**src/rtl/srl_sra_seq_32bit.sv**
```systemverilog
// -----------------------------------------------------------------------------
// srl_sra_seq_32bit
//
// Multi-cycle 32-bit right shifter: logical (zero fill) or arithmetic (sign
// fill). A request is taken through a valid/ready handshake. The operand then
// shifts right by up to STEP bits per cycle, and the result is offered on a
// valid/ready response channel. This block trades latency for area on the
// right-shift path of the execute stage.
//
// Ports:
//   clk_i        in   1   clock, rising edge
//   rst_ni       in   1   asynchronous reset, active-low
//   req_valid_i  in   1   request valid
//   req_ready_o  out  1   request can be accepted (IDLE only)
//   a_i          in  32   operand, sampled on the accept edge
//   shift_i      in   5   shift amount 0..31, sampled on the accept edge
//   arith_i      in   1   1 = sign fill, 0 = zero fill
//   rsp_valid_o  out  1   result valid (DONE)
//   rsp_ready_i  in   1   consumer accepts result
//   s_o          out 32   shifted result, straight from the data register
//   busy_o       out  1   operation in flight (SHIFT or DONE)
//
// Latency, with the accept edge counted as cycle 0:
//   shift_i = 0  -> rsp_valid_o high in cycle 1
//   shift_i = n  -> rsp_valid_o high in cycle 1 + ceil(n/STEP)
//
// state   | meaning
// --------+--------------------------------------------------------------
// S_IDLE  | waiting for a request; req_ready_o high
// S_SHIFT | shifting r_data right by min(r_rem, STEP) each cycle
// S_DONE  | result on s_o, rsp_valid_o high until rsp_ready_i
// -----------------------------------------------------------------------------
`timescale 1ns/1ps

module srl_sra_seq_32bit #(
   parameter int STEP = 4
) (
   input  logic        clk_i,
   input  logic        rst_ni,
   input  logic        req_valid_i,
   output logic        req_ready_o,
   input  logic [31:0] a_i,
   input  logic [4:0]  shift_i,
   input  logic        arith_i,
   output logic        rsp_valid_o,
   input  logic        rsp_ready_i,
   output logic [31:0] s_o,
   output logic        busy_o
);

   // Only power-of-two steps up to 16 are supported.
   if (!(STEP == 1 || STEP == 2 || STEP == 4 || STEP == 8 || STEP == 16)) begin : g_bad_step
      $error("srl_sra_seq_32bit: STEP must be 1, 2, 4, 8 or 16");
   end

   localparam logic [4:0] STEP_AMT = 5'(STEP);

   typedef enum logic [1:0] {
      S_IDLE  = 2'd0,
      S_SHIFT = 2'd1,
      S_DONE  = 2'd2
   } state_t;

   state_t      r_state;
   state_t      w_state_nxt;
   logic [31:0] r_data;
   logic [31:0] w_data_nxt;
   logic [4:0]  r_rem;
   logic [4:0]  w_rem_nxt;
   logic        r_fill;
   logic        w_fill_nxt;

   logic        w_last;
   logic [4:0]  w_amt;
   logic [63:0] w_ext;
   logic [31:0] w_step_data;

   // The final step shifts by the leftover amount; every earlier step shifts
   // by a full STEP.
   assign w_last      = (r_rem <= STEP_AMT);
   assign w_amt       = w_last ? r_rem : STEP_AMT;

   // The fill bit is extended above the data word. After a right shift, the
   // low half then holds the data with the vacated MSBs already filled.
   assign w_ext       = {{32{r_fill}}, r_data};
   assign w_step_data = 32'(w_ext >> w_amt);

   always_ff @(posedge clk_i or negedge rst_ni) begin
      if (!rst_ni) begin
         r_state <= S_IDLE;
         r_data  <= 32'h0;
         r_rem   <= 5'd0;
         r_fill  <= 1'b0;
      end else begin
         r_state <= w_state_nxt;
         r_data  <= w_data_nxt;
         r_rem   <= w_rem_nxt;
         r_fill  <= w_fill_nxt;
      end
   end

   always_comb begin
      w_state_nxt = r_state;
      w_data_nxt  = r_data;
      w_rem_nxt   = r_rem;
      w_fill_nxt  = r_fill;

      case (r_state)
         S_IDLE: begin
            if (req_valid_i) begin
               w_data_nxt  = a_i;
               w_rem_nxt   = shift_i;
               w_fill_nxt  = arith_i & a_i[31];
               w_state_nxt = (shift_i == 5'd0) ? S_DONE : S_SHIFT;
            end
         end
         S_SHIFT: begin
            w_data_nxt = w_step_data;
            if (w_last) begin
               w_rem_nxt   = 5'd0;
               w_state_nxt = S_DONE;
            end else begin
               w_rem_nxt   = r_rem - STEP_AMT;
            end
         end
         S_DONE: begin
            if (rsp_ready_i) begin
               w_state_nxt = S_IDLE;
            end
         end
         default: begin
            w_state_nxt = S_IDLE;
         end
      endcase
   end

   assign req_ready_o = (r_state == S_IDLE);
   assign rsp_valid_o = (r_state == S_DONE);
   assign busy_o      = (r_state != S_IDLE);
   assign s_o         = r_data;

endmodule

```
**config.mk**
```make
export PLATFORM = sky130hd
export DESIGN_NAME = srl_sra_seq_32bit
export DESIGN_NICKNAME = d
export VERILOG_FILES = /design/src/rtl/srl_sra_seq_32bit.sv
export SDC_FILE = /design/constraint.sdc
export NUM_CORES = 1
export LEC_CHECK = 0
export CAP_MARGIN = 20
export CORE_UTILIZATION = 43
export DETAILED_ROUTE_END_ITERATION = 10
export PLACE_DENSITY_LB_ADDON = 0.08
export SETUP_SLACK_MARGIN = 0.05
export SYNTH_ARGS = -nofsm -noshare
export SYNTH_HDL_FRONTEND = slang
export SYNTH_SLANG_ARGS = --single-unit
```
**constraint.sdc**
```tcl
create_clock -name clk_i -period 4 [get_ports clk_i]
set_input_delay 0.6 -clock clk_i [delete_from_list [all_inputs] [get_ports clk_i]]
set_output_delay 0.6 -clock clk_i [all_outputs]
set_load 0.005 [all_outputs]
```
---- After elaboration in Yosys (flattened, before gate mapping) ----
Cells that the tools add are included.
storage, ports and cells
  register bits after elaboration ......... 40
  bits of input ports ..................... 42
  output and inout port bits .............. 35
cells by class
  $add $sub $neg .......................... 1
  $lt $le $gt $ge ......................... 1
  equality and inequality tests ........... 5
  shifts and indexed selects .............. 1
  mux-type cells .......................... 11
  bitwise logic cells ..................... 1
  reduce and logical (&&, ||, !) cells .... 7
operator list
  kind                                                                              count
  32-bit one-hot mux with 2 select lines                                            1
  64-bit by 5-bit >> shifter with 32-bit output                                     1
  32-bit 2-to-1 mux                                                                 1
  5-bit 2-to-1 mux                                                                  3
  5-bit one-hot mux with 2 select lines                                             1
  2-bit 2-to-1 mux                                                                  4
  2-bit one-hot mux with 3 select lines                                             1
  5-bit by 3-bit less-or-equal comparator with 1-bit output, second input constant  1
  5-bit logical NOT                                                                 1
  5-bit by 3-bit subtractor with 5-bit output, second input constant                1
  2-bit != test, second input constant                                              2
  2-bit AND reduction                                                               2
  2-bit nonzero test                                                                2
  3-bit AND reduction                                                               1
  2-bit by 1-bit equality test with 1-bit output, second input constant             1
  2-bit equality test, second input constant                                        1
  2-bit logical NOT                                                                 1
  2-bit by 1-bit != test with 1-bit output, second input constant                   1
  1-bit AND                                                                         1

---- Logic depth before layout (Yosys ltp) ----
Gate-level depths: netlist of run 1.
  depth after elaboration ................. 4
  mapped depth ............................ 10
  mapped depth without buffers ............ 7

---- Worst setup path after synthesis of run 1 ----
OpenSTA, ideal clock, no wires.
  kind .................................... register to register
  from .................................... register r_rem[3]
  to ...................................... register r_data[18] (netlist: s_o[18])
  arrival ................................. 2257 ps
  required time ........................... 3865 ps
  path slack .............................. 1608 ps
  stages on the path, launching flop included .. 11
  period minus slack after synthesis ...... 2392 ps
  path through ............................ dfrtp_1 > buf_2 > clkinv_1 > ha_1 > nor3b_2 > o21ai_0 > clkbuf_1 > clkbuf_1 > nand2_1 > a31oi_1 > o31ai_1
between the ends
  longest elaborated chain between the ends .. 4
RTL lines
  element                                                    RTL line  RTL
  start, declared                                            68        logic [4:0] r_rem;
  start signal, assigned                                     97        r_rem <= w_rem_nxt;
  5-bit by 3-bit less-or-equal comparator with 1-bit output  80        assign w_last = (r_rem <= STEP_AMT);
  5-bit 2-to-1 mux *                                         81        assign w_amt = w_last ? r_rem : STEP_AMT;
  64-bit by 5-bit >> shifter with 32-bit output *            86        assign w_step_data = 32'(w_ext >> w_amt);
  32-bit one-hot mux with 2 select lines *                   108       case (r_state)
  end signal, assigned                                       96        r_data <= w_data_nxt;
  end, declared                                              66        logic [31:0] r_data;
Every way passes the cells marked *; elsewhere a longest branch is shown, timed or not.
A chain may end at the register's enable or synchronous reset.

---- Final worst setup path of run 1 ----
  from .................................... register r_rem[0]
  to ...................................... register r_data[12] (netlist: s_o[12])
Same word-level chain as after synthesis.

==> run_results.csv, run 1 <==
group,metric,value,unit
outcome,status,"finished clean",
detailed_routing,drt-total-wl,13080,µm
run,cap_violations,0,
grt,grt_pass1_wl,20690,µm
final_layout,n_antenna_cell,0,
detailed_routing,drc,0,
yosys,ys_seq_elements,40,
die,fp.coreArea,7848,µm²
clock_tree,clkTransAtPathRegs,0.09,ns
final_layout,drive_gt1_share,7.692,%
critical_path,crit_path_end_kind,"flip-flop",
yosys,synth-edff-count,0,
yosys,syn_avg_cell_area,7.855,µm²
yosys,synth_area_leaders,"dfrtp_1 (28%), mux2i_1 (10%), nand2_1 (6.6%)",
detailed_routing,avgRoutedWirePerCell,21.48,µm
yosys,syn-num-nets,497,
detailed_routing,antenna_left,0,
critical_path,path_class,"flip-flop to flip-flop",
grt,grt_max_degree,41,
die,pin_count,77,
placement,port_buffers,76,
clock_tree,cts_sinks,40,
grt,grt_antenna_before_repair,0,
critical_path,crit_required,4.20,ns
clock_tree,cts_buffer_depth,2,
placement,dp_hpwl,8975,µm
yosys,post-synth-top-count-cell,"nand2_1",
yosys,syn_area,3558,µm²
clock_tree,cts_tree,"built",
yosys,synth_top_area_share,28.13,%
power,leakagePower,1.927,nW
die,dieArea,8643,µm²
timing,fmaxAchievable,334.5,MHz
placement,post_dp_cell_area,4357,µm²
clock_tree,worst_skew_pair.late_latency,0.30,ns
critical_path,cp_top_family,"simple AND/OR/NAND/NOR gates",
die,chipHeight,92.97,µm
timing,final.min_clock_period,2.990,ns
timing,totalNegativeSetupSlack,0,ns
yosys,ys_warn_count,0,
clock_tree,cts_buffers,5,
yosys,synth_ff_type,"dfrtp_1",
detailed_routing,vias_per_cell,6.512,
timing,tightestPinTransition,1.104,ns
final_layout,fin_nets,550,
critical_path,worstPathArrival,3.19,ns
grt,grt_pass1_vias,3704,
final_layout,fin_area,4464,µm²
grt,gr-usage-all-layers,31.44,%
final_layout,fin_util,56.89,%
min_path,min_path_type,"input pin to async pin",
die,initial_core_util,45.34,%
yosys,seq_area_frac_synth,28.13,%
yosys,yosys-top-cells-count,"nand2_1 (63), dfrtp_1 (40), a21oi_1 (37)",
timing,rsz0062_at_grt,"false",
timing,hold_viol_final,0,
detailed_routing,dr.pass1.iters,5,
power,powerDensity,924.9,nW/µm²
critical_path,startpoint_type,"flip-flop",
placement,gp_congestion,1.008,
timing,drv_slew,0,
detailed_routing,drt_iter0_drc,346,
critical_path,r2r-start,"r_rem[0]$_DFFE_PN0P_",
critical_path,crit_fanout,38,
yosys,synth_top_area_cell,"dfrtp_1",
detailed_routing,num_vias,3966,
final_layout,syn2layout_area_growth,25.46,%
clock_tree,post_cts_buffers,0,
grt,grt_overflow,0,
yosys,synth_cell_type_count,64,
die,die_w,92.97,µm
die,std_cell_rows,32,
critical_path,worst_path_max_delay_cell,"dfrtp_1",
timing,setup_viol,0,
timing,skew,0.008297,ns
critical_path,cp-startpoint,"r_rem[0]$_DFFE_PN0P_",
critical_path,critical_path.max_stage_delay,0.85,ns
yosys,async_flop_share,100.0,%
timing,fin_crit_sh,74.75,%
clock_tree,cts_root_buf,"clkbuf_8",
clock_tree,hold_buffers,0,
clock_tree,htree_levels,2,
power,peakVddDrop,0.3329,mV
critical_path,critPathBufInv,0,
timing,relSlewSlack,26.39,%
yosys,syn_inst,453,
clock_tree,ctsResizeCount,0,
critical_path,crit_chain,"or4b_4 > mux4_2 > mux2i_1 > nand2_1 > a31o_1",
## final timing paths
check | end | slack [ns] | depth (start not counted)
hold reg to reg | s_o[0]$_DFFE_PN0P_ | 0.52 | 2
hold / removal | r_state[0]$_DFFE_PN0P_ | 0.45 | 1
setup / recovery | s_o[12]$_DFFE_PN0P_ | 1.01 | 5
setup reg to reg | s_o[12]$_DFFE_PN0P_ | 1.01 | 5
max in group asynchronous | s_o[11]$_DFFE_PN0P_ | 2.95 | 1
min in group clk_i | s_o[0]$_DFFE_PN0P_ | 0.52 | 2
## sequential cells by signal, indices dropped and copies added, names as in the netlist
| signal | count |
|---|---|
| s_o | 32 |
| r_fill | 1 |
| r_state | 2 |
| r_rem | 5 |
## cells in the final DEF (no fill, tap or decap), drive strengths merged, types with 11 or more instances in the layout
cell type / instances
a21oi: 37
nand3: 15
mux2i: 36
inv: 11
o21ai: 36
clkdlybuf4s50: 75
dfrtp: 40
nor2: 22
nand2: 63
buf: 13
## per-layer routing
metal,GRT usage [%],up-vias,part of all wire [%]
met5,0,-,0
met2,46.45,243,43
li1,-,1805,-
met3,5.935,46,8.7
met1,43.90,1872,44
met4,15.13,0,3.7
## where the power goes
part	leakage, nW	internal [mW]	switching, mW	total [mW]
combinational	1.39	1.25	1.49	2.74
clock	0.0552	0.185	0.154	0.340
sequential	0.480	0.621	0.429	1.05
total	1.93	2.05	2.08	4.13
## area by class of cell
class                   instances  area, µm²
inverters                      12      45.04
multi-input cells             359       2337
repair buffers                 88      845.8
clock buffers                   6      72.57
well taps                     102      127.6
flip-flops and latches         40       1001
fillers                       767       3383
clock inverters                 2      35.03
## stage by stage
stage	instances	setup WS [ns]	power, mW	hold WS (ns)
floorplan	453	1.608	2.668	0.3044
global placement	601	1.151	3.718	0.5091
detailed placement	601	1.109	3.732	0.5072
CTS	609	1.099	4.081	0.4818
global route	609	0.8644	4.433	0.5159
finish	609	1.010	4.129	0.4535
## cell families after synthesis
kind of cell	Yosys count	synth area share, %
AO/OA/AOI/OAI	168	32.07
AND/OR/NAND/NOR	147	20.01
buffers and inverters	54	6.751
multiplexers	42	12.34
flip-flops	40	28.13
adder cells (fa/ha/maj)	2	0.7031
Power figures use the tool's default switching activity.
==> run 2, diff against run 1 <==
- clock period: 4 -> 3 ns (I/O delays scaled with it)
==> run_results.csv, run 2 (synthesis results as in run 1) <==
group,metric,value,unit
timing,totalNegativeSetupSlack,0,ns
grt,grt_max_degree,41,
timing,hold_viol_final,0,
detailed_routing,dr.pass1.iters,7,
critical_path,crit_fanout,19,
die,initial_core_util,45.34,%
die,die_w,92.97,µm
critical_path,critical_path.max_stage_delay,0.64,ns
clock_tree,cts_tree,"built",
final_layout,n_antenna_cell,0,
die,pin_count,77,
clock_tree,post_cts_buffers,0,
clock_tree,cts_buffer_depth,2,
clock_tree,worst_skew_pair.late_latency,0.30,ns
critical_path,r2r-end,"s_o[21]$_DFFE_PN0P_",
placement,gp_congestion,0.9522,
detailed_routing,num_vias,3996,
final_layout,layout_common_cells,"clkdlybuf4s50_1 (75), nand2_1 (63), dfrtp_1 (40), a21oi_1 (37), mux2i_1 (36)",
clock_tree,clkTransAtPathRegs,0.09,ns
run,cap_violations,0,
critical_path,worstPathArrival,2.83,ns
detailed_routing,avgRoutedWirePerCell,21.43,µm
detailed_routing,drt-total-wl,13330,µm
grt,grt_antenna_before_repair,0,
grt,grt_pass1_wl,21200,µm
critical_path,r2r-start,"r_rem[3]$_DFFE_PN0P_",
outcome,status,"finished clean",
final_layout,fin_area,4539,µm²
detailed_routing,vias_per_cell,6.424,
timing,tightestPinTransition,0.9761,ns
critical_path,crit_required,3.22,ns
placement,dp_hpwl,9493,µm
power,peakVddDrop,0.4877,mV
final_layout,drive_gt1_share,10.00,%
timing,fmaxAchievable,383.3,MHz
critical_path,crit_path_end_kind,"flip-flop",
placement,port_buffers,76,
detailed_routing,antenna_left,0,
timing,fin_crit_sh,86.96,%
timing,rsz0062_at_grt,"false",
timing,setup_viol,0,
clock_tree,cts_sinks,40,
detailed_routing,drc,0,
clock_tree,htree_levels,2,
min_path,min_path_type,"input pin to async pin",
clock_tree,cts_buffers,5,
critical_path,crit_chain,"clkinv_1 > ha_1 > nor3b_2 > o21ai_2 > a21oi_1 > a311o_1 > a31oi_1",
timing,final.min_clock_period,2.609,ns
timing,skew,0.01404,ns
critical_path,worst_path_max_delay_cell,"o21ai_2",
detailed_routing,drt_iter0_drc,418,
critical_path,r2r_cells,7,
final_layout,layout_commonest_cell,"clkdlybuf4s50_1",
critical_path,path_class,"flip-flop to flip-flop",
critical_path,cp-startpoint,"r_rem[3]$_DFFE_PN0P_",
final_layout,fin_nets,564,
power,leakagePower,1.981,nW
grt,gr-usage-all-layers,31.59,%
final_layout,syn2layout_area_growth,27.57,%
die,dieArea,8643,µm²
die,chipHeight,92.97,µm
grt,grt_pass1_vias,3923,
grt,grt_overflow,0,
power,powerDensity,1225,nW/µm²
die,fp.coreArea,7848,µm²
clock_tree,ctsResizeCount,0,
die,std_cell_rows,32,
clock_tree,hold_buffers,0,
final_layout,largest_reg_flops,32,
placement,post_dp_cell_area,4462,µm²
critical_path,startpoint_type,"flip-flop",
clock_tree,cts_root_buf,"clkbuf_8",
timing,drv_slew,0,
critical_path,reg2reg_setup_slack,0.39,ns
timing,relSlewSlack,34.93,%
==> run 2: cell count changes in the layout (fill, tap and decap cells not counted), sizes merged <==
cell,change
buf,+14
bufinv,-1
==> run 2: area by class of cell <==
class	instances	area, µm²
inverters	12	45.04
clock inverters	1	5.005
fillers	745	3308
clock buffers	6	72.57
flip-flops and latches	40	1001
repair buffers	102	950.9
multi-input cells	359	2337
well taps	102	127.6
==> run 2: worst max-delay path by stage <==
stage	slack, ns	cells past startpoint	end
4_1_cts	0.45	7	s_o[21]$_DFFE_PN0P_
5_1_grt	0.25	7	s_o[21]$_DFFE_PN0P_
3_5_place_dp	0.47	7	s_o[21]$_DFFE_PN0P_
2_1_floorplan	0.61	10	s_o[18]$_DFFE_PN0P_
6_report	0.39	7	s_o[21]$_DFFE_PN0P_
3_3_place_gp	0.55	5	s_o[14]$_DFFE_PN0P_
==> run 2: report_power, final <==
| part | switching [mW] | internal, mW | leakage (nW) |
|---|---|---|---|
| combinational | 2.07 | 1.77 | 1.46 |
| clock | 0.203 | 0.159 | 0.0410 |
| sequential | 0.535 | 0.829 | 0.480 |
==> run 2: metrics by stage <==
stage	power (mW)	setup slack (ns)	hold WS [ns]	utilization, %	cells
4_1_cts	5.496	0.4511	0.3330	57.84	622
3_3_place_gp	5.094	0.5450	0.5005	56.86	615
3_5_place_dp	5.118	0.4670	0.5166	56.86	615
2_1_floorplan	3.557	0.6082	0.1544	-	453
6_report	5.562	0.3913	0.3028	57.84	622
5_1_grt	5.977	0.2462	0.3733	57.84	622
==> run 2: layer usage <==
| layer | up-vias | wire (µm) | global-route usage, % |
|---|---|---|---|
| met5 | - | 0 | 0 |
| met4 | 0 | 508 | 13.08 |
| met3 | 41 | 816 | 3.577 |
| met2 | 201 | 6102 | 50.49 |
| met1 | 1916 | 5902 | 43.28 |
| li1 | 1838 | - | - |
==> run 2: critical path: cells and delay by family (launching register included) <==
family	cells	cell delay [ns]
AOI/OAI and AO/OA	4	1.43
adders and majority gates	1	0.24
buffers and inverters	1	0.15
DFF	1	0.52
and+or+nand+nor	1	0.20
==> run 3, diff against run 2 <==
- CELL_PAD_IN_SITES_DETAIL_PLACEMENT: not set -> 2
- CELL_PAD_IN_SITES_GLOBAL_PLACEMENT: not set -> 2
- CORE_UTILIZATION: 43 -> 30
==> run_results.csv, run 3 (synthesis results as in run 1) <==
group,metric,value,unit
outcome,status,"finished clean",
final_layout,regArea,1001,µm²
final_layout,multi_input_area,2338,µm²
detailed_routing,highest_layer,"met4",
detailed_routing,dr.pass1.iters,5,
clock_tree,cts_buffers,5,
detailed_routing,vias_per_cell,6.139,
die,fp.coreArea,11470,µm²
power,leakagePower,2.014,nW
critical_path,crit_path_end_kind,"flip-flop",
timing,hold_viol_final,0,
placement,pre_cts_slack,0.1532,ns
critical_path,startpoint_type,"flip-flop",
grt,grt_antenna_before_repair,0,
placement,dp_hpwl,11710,µm
grt,grt_pass1_vias,4286,
clock_tree,worst_skew_pair.late_latency,0.29,ns
placement,port_buffers,76,
final_layout,fin_nets,563,
critical_path,crit_fanout,38,
die,chipHeight,110.9,µm
final_layout,fin_area,4673,µm²
timing,relSlewSlack,48.60,%
detailed_routing,antenna_left,0,
timing,fmaxAchievable,362.1,MHz
final_layout,n_fill_cell,1323,
die,pin_count,77,
detailed_routing,met3_length,642,µm
clock_tree,cts_buffer_depth,2,
critical_path,worstPathArrival,2.94,ns
clock_tree,post_cts_buffers,0,
detailed_routing,drc,0,
run,cap_violations,0,
grt,grt_max_degree,41,
placement,post_dp_cell_area,4491,µm²
detailed_routing,wl_met2,7741,µm
final_layout,syn2layout_area_growth,31.33,%
grt,gr-usage-all-layers,26.81,%
placement,gp_congestion,0.8614,
clock_tree,cts_tree,"built",
critical_path,worst_path_max_delay_cell,"or4b_4",
detailed_routing,num_vias,4070,
clock_tree,clkTransAtPathRegs,0.06,ns
power,peakVddDrop,0.4277,mV
final_layout,largest_reg_flops,32,
final_layout,drive_gt1_share,10.00,%
die,std_cell_rows,39,
min_path,min_path_type,"input pin to async pin",
final_layout,layout_common_cells,"clkdlybuf4s50_1 (75), nand2_1 (63), dfrtp_1 (40), a21oi_1 (37), mux2i_1 (36)",
detailed_routing,drt_iter0_drc,286,
clock_tree,cts_root_buf,"clkbuf_16",
timing,whs,0.09362,ns
timing,drv_slew,0,
timing,setup_viol,0,
timing,final.min_clock_period,2.762,ns
timing,tightestPinTransition,0.7709,ns
detailed_routing,drt-total-wl,16260,µm
die,dieArea,12300,µm²
power,powerDensity,1281,nW/µm²
critical_path,crit_chain,"or4b_4 > mux2i_1 > o22ai_1 > a211o_1 > a221o_1",
final_layout,fin_util,40.75,%
critical_path,path_class,"flip-flop to flip-flop",
timing,totalNegativeSetupSlack,0,ns
die,die_w,110.9,µm
timing,fin_crit_sh,92.06,%
clock_tree,cts_sinks,40,
timing,rsz0062_at_grt,"false",
critical_path,critical_path.max_stage_delay,0.87,ns
critical_path,crit_required,3.17,ns
detailed_routing,met1Wirelength,7519,µm
final_layout,n_antenna_cell,0,
timing,skew,0.004287,ns
timing,finalWorstSetupSlack,0.2381,ns
clock_tree,htree_levels,2,
detailed_routing,avgRoutedWirePerCell,24.52,µm
grt,grt_overflow,0,
final_layout,layout_commonest_cell,"clkdlybuf4s50_1",
die,initial_core_util,31.03,%
grt,grt_pass1_wl,25660,µm
## run 3: cell count changes in the layout (fill, tap and decap cells not counted), sizes merged
cell / change
clkinv: -1
clkbuf: +2
buf: -1
## run 3: worst paths after layout
check / end / slack (ns) / cells after the start / start
min: s_o[29]$_DFFE_PN0P_ / 0.09 / 1 / rst_ni
max in group asynchronous: s_o[9]$_DFFE_PN0P_ / 2.40 / 2 / rst_ni
max: s_o[13]$_DFFE_PN0P_ / 0.24 / 5 / r_rem[4]$_DFFE_PN0P_
max reg2reg: s_o[13]$_DFFE_PN0P_ / 0.24 / 5 / r_rem[4]$_DFFE_PN0P_
min in group clk_i: s_o[0]$_DFFE_PN0P_ / 0.54 / 2 / s_o[0]$_DFFE_PN0P_
min reg2reg: s_o[0]$_DFFE_PN0P_ / 0.54 / 2 / s_o[0]$_DFFE_PN0P_
## run 3: cell type report
cell class              count  share of cell area, %
inverters                  12                 0.9639
flip-flops and latches     40                  21.42
repair buffers            101                  20.62
multi-input cells         359                  50.04
clock buffers               8                  3.133
well taps                 143                  3.829
## run 3: timing repair
action                                  CTS  global route
hold endpoints to repair                  0             0
gates resized for setup                   0             1
endpoints found under the setup margin    0             6
hold buffers                              0             0
## run 3: per-stage QoR
| step | instances | power (mW) |
|---|---|---|
| after floorplan | 453 | 3.557 |
| after global placement | 653 | 5.230 |
| after detailed placement | 653 | 5.340 |
| after CTS | 661 | 5.961 |
| after global routing | 663 | 6.383 |
| final | 663 | 5.987 |
## run 3: power breakdown
group | internal (mW) | switching [mW] | leakage, nW
logic | 1.77 | 2.24 | 1.46
registers | 0.829 | 0.568 | 0.480
clock network | 0.333 | 0.242 | 0.0712
total | 2.94 | 3.05 | 2.01
## run 3: layer usage
layer  GRT usage [%]  up-vias
met5               0        -
met4           8.178        0
met3           3.007       24
met2           44.60      115
met1           36.35     2099
li1                -     1832
## run 3: worst max-delay path: cells and delay by family, from the launching register on
family | cells | cell delay [ns]
AOI/OAI and AO/OA | 3 | 0.81
DFF | 1 | 0.55
muxes | 1 | 0.40
and+or+nand+nor | 1 | 0.87
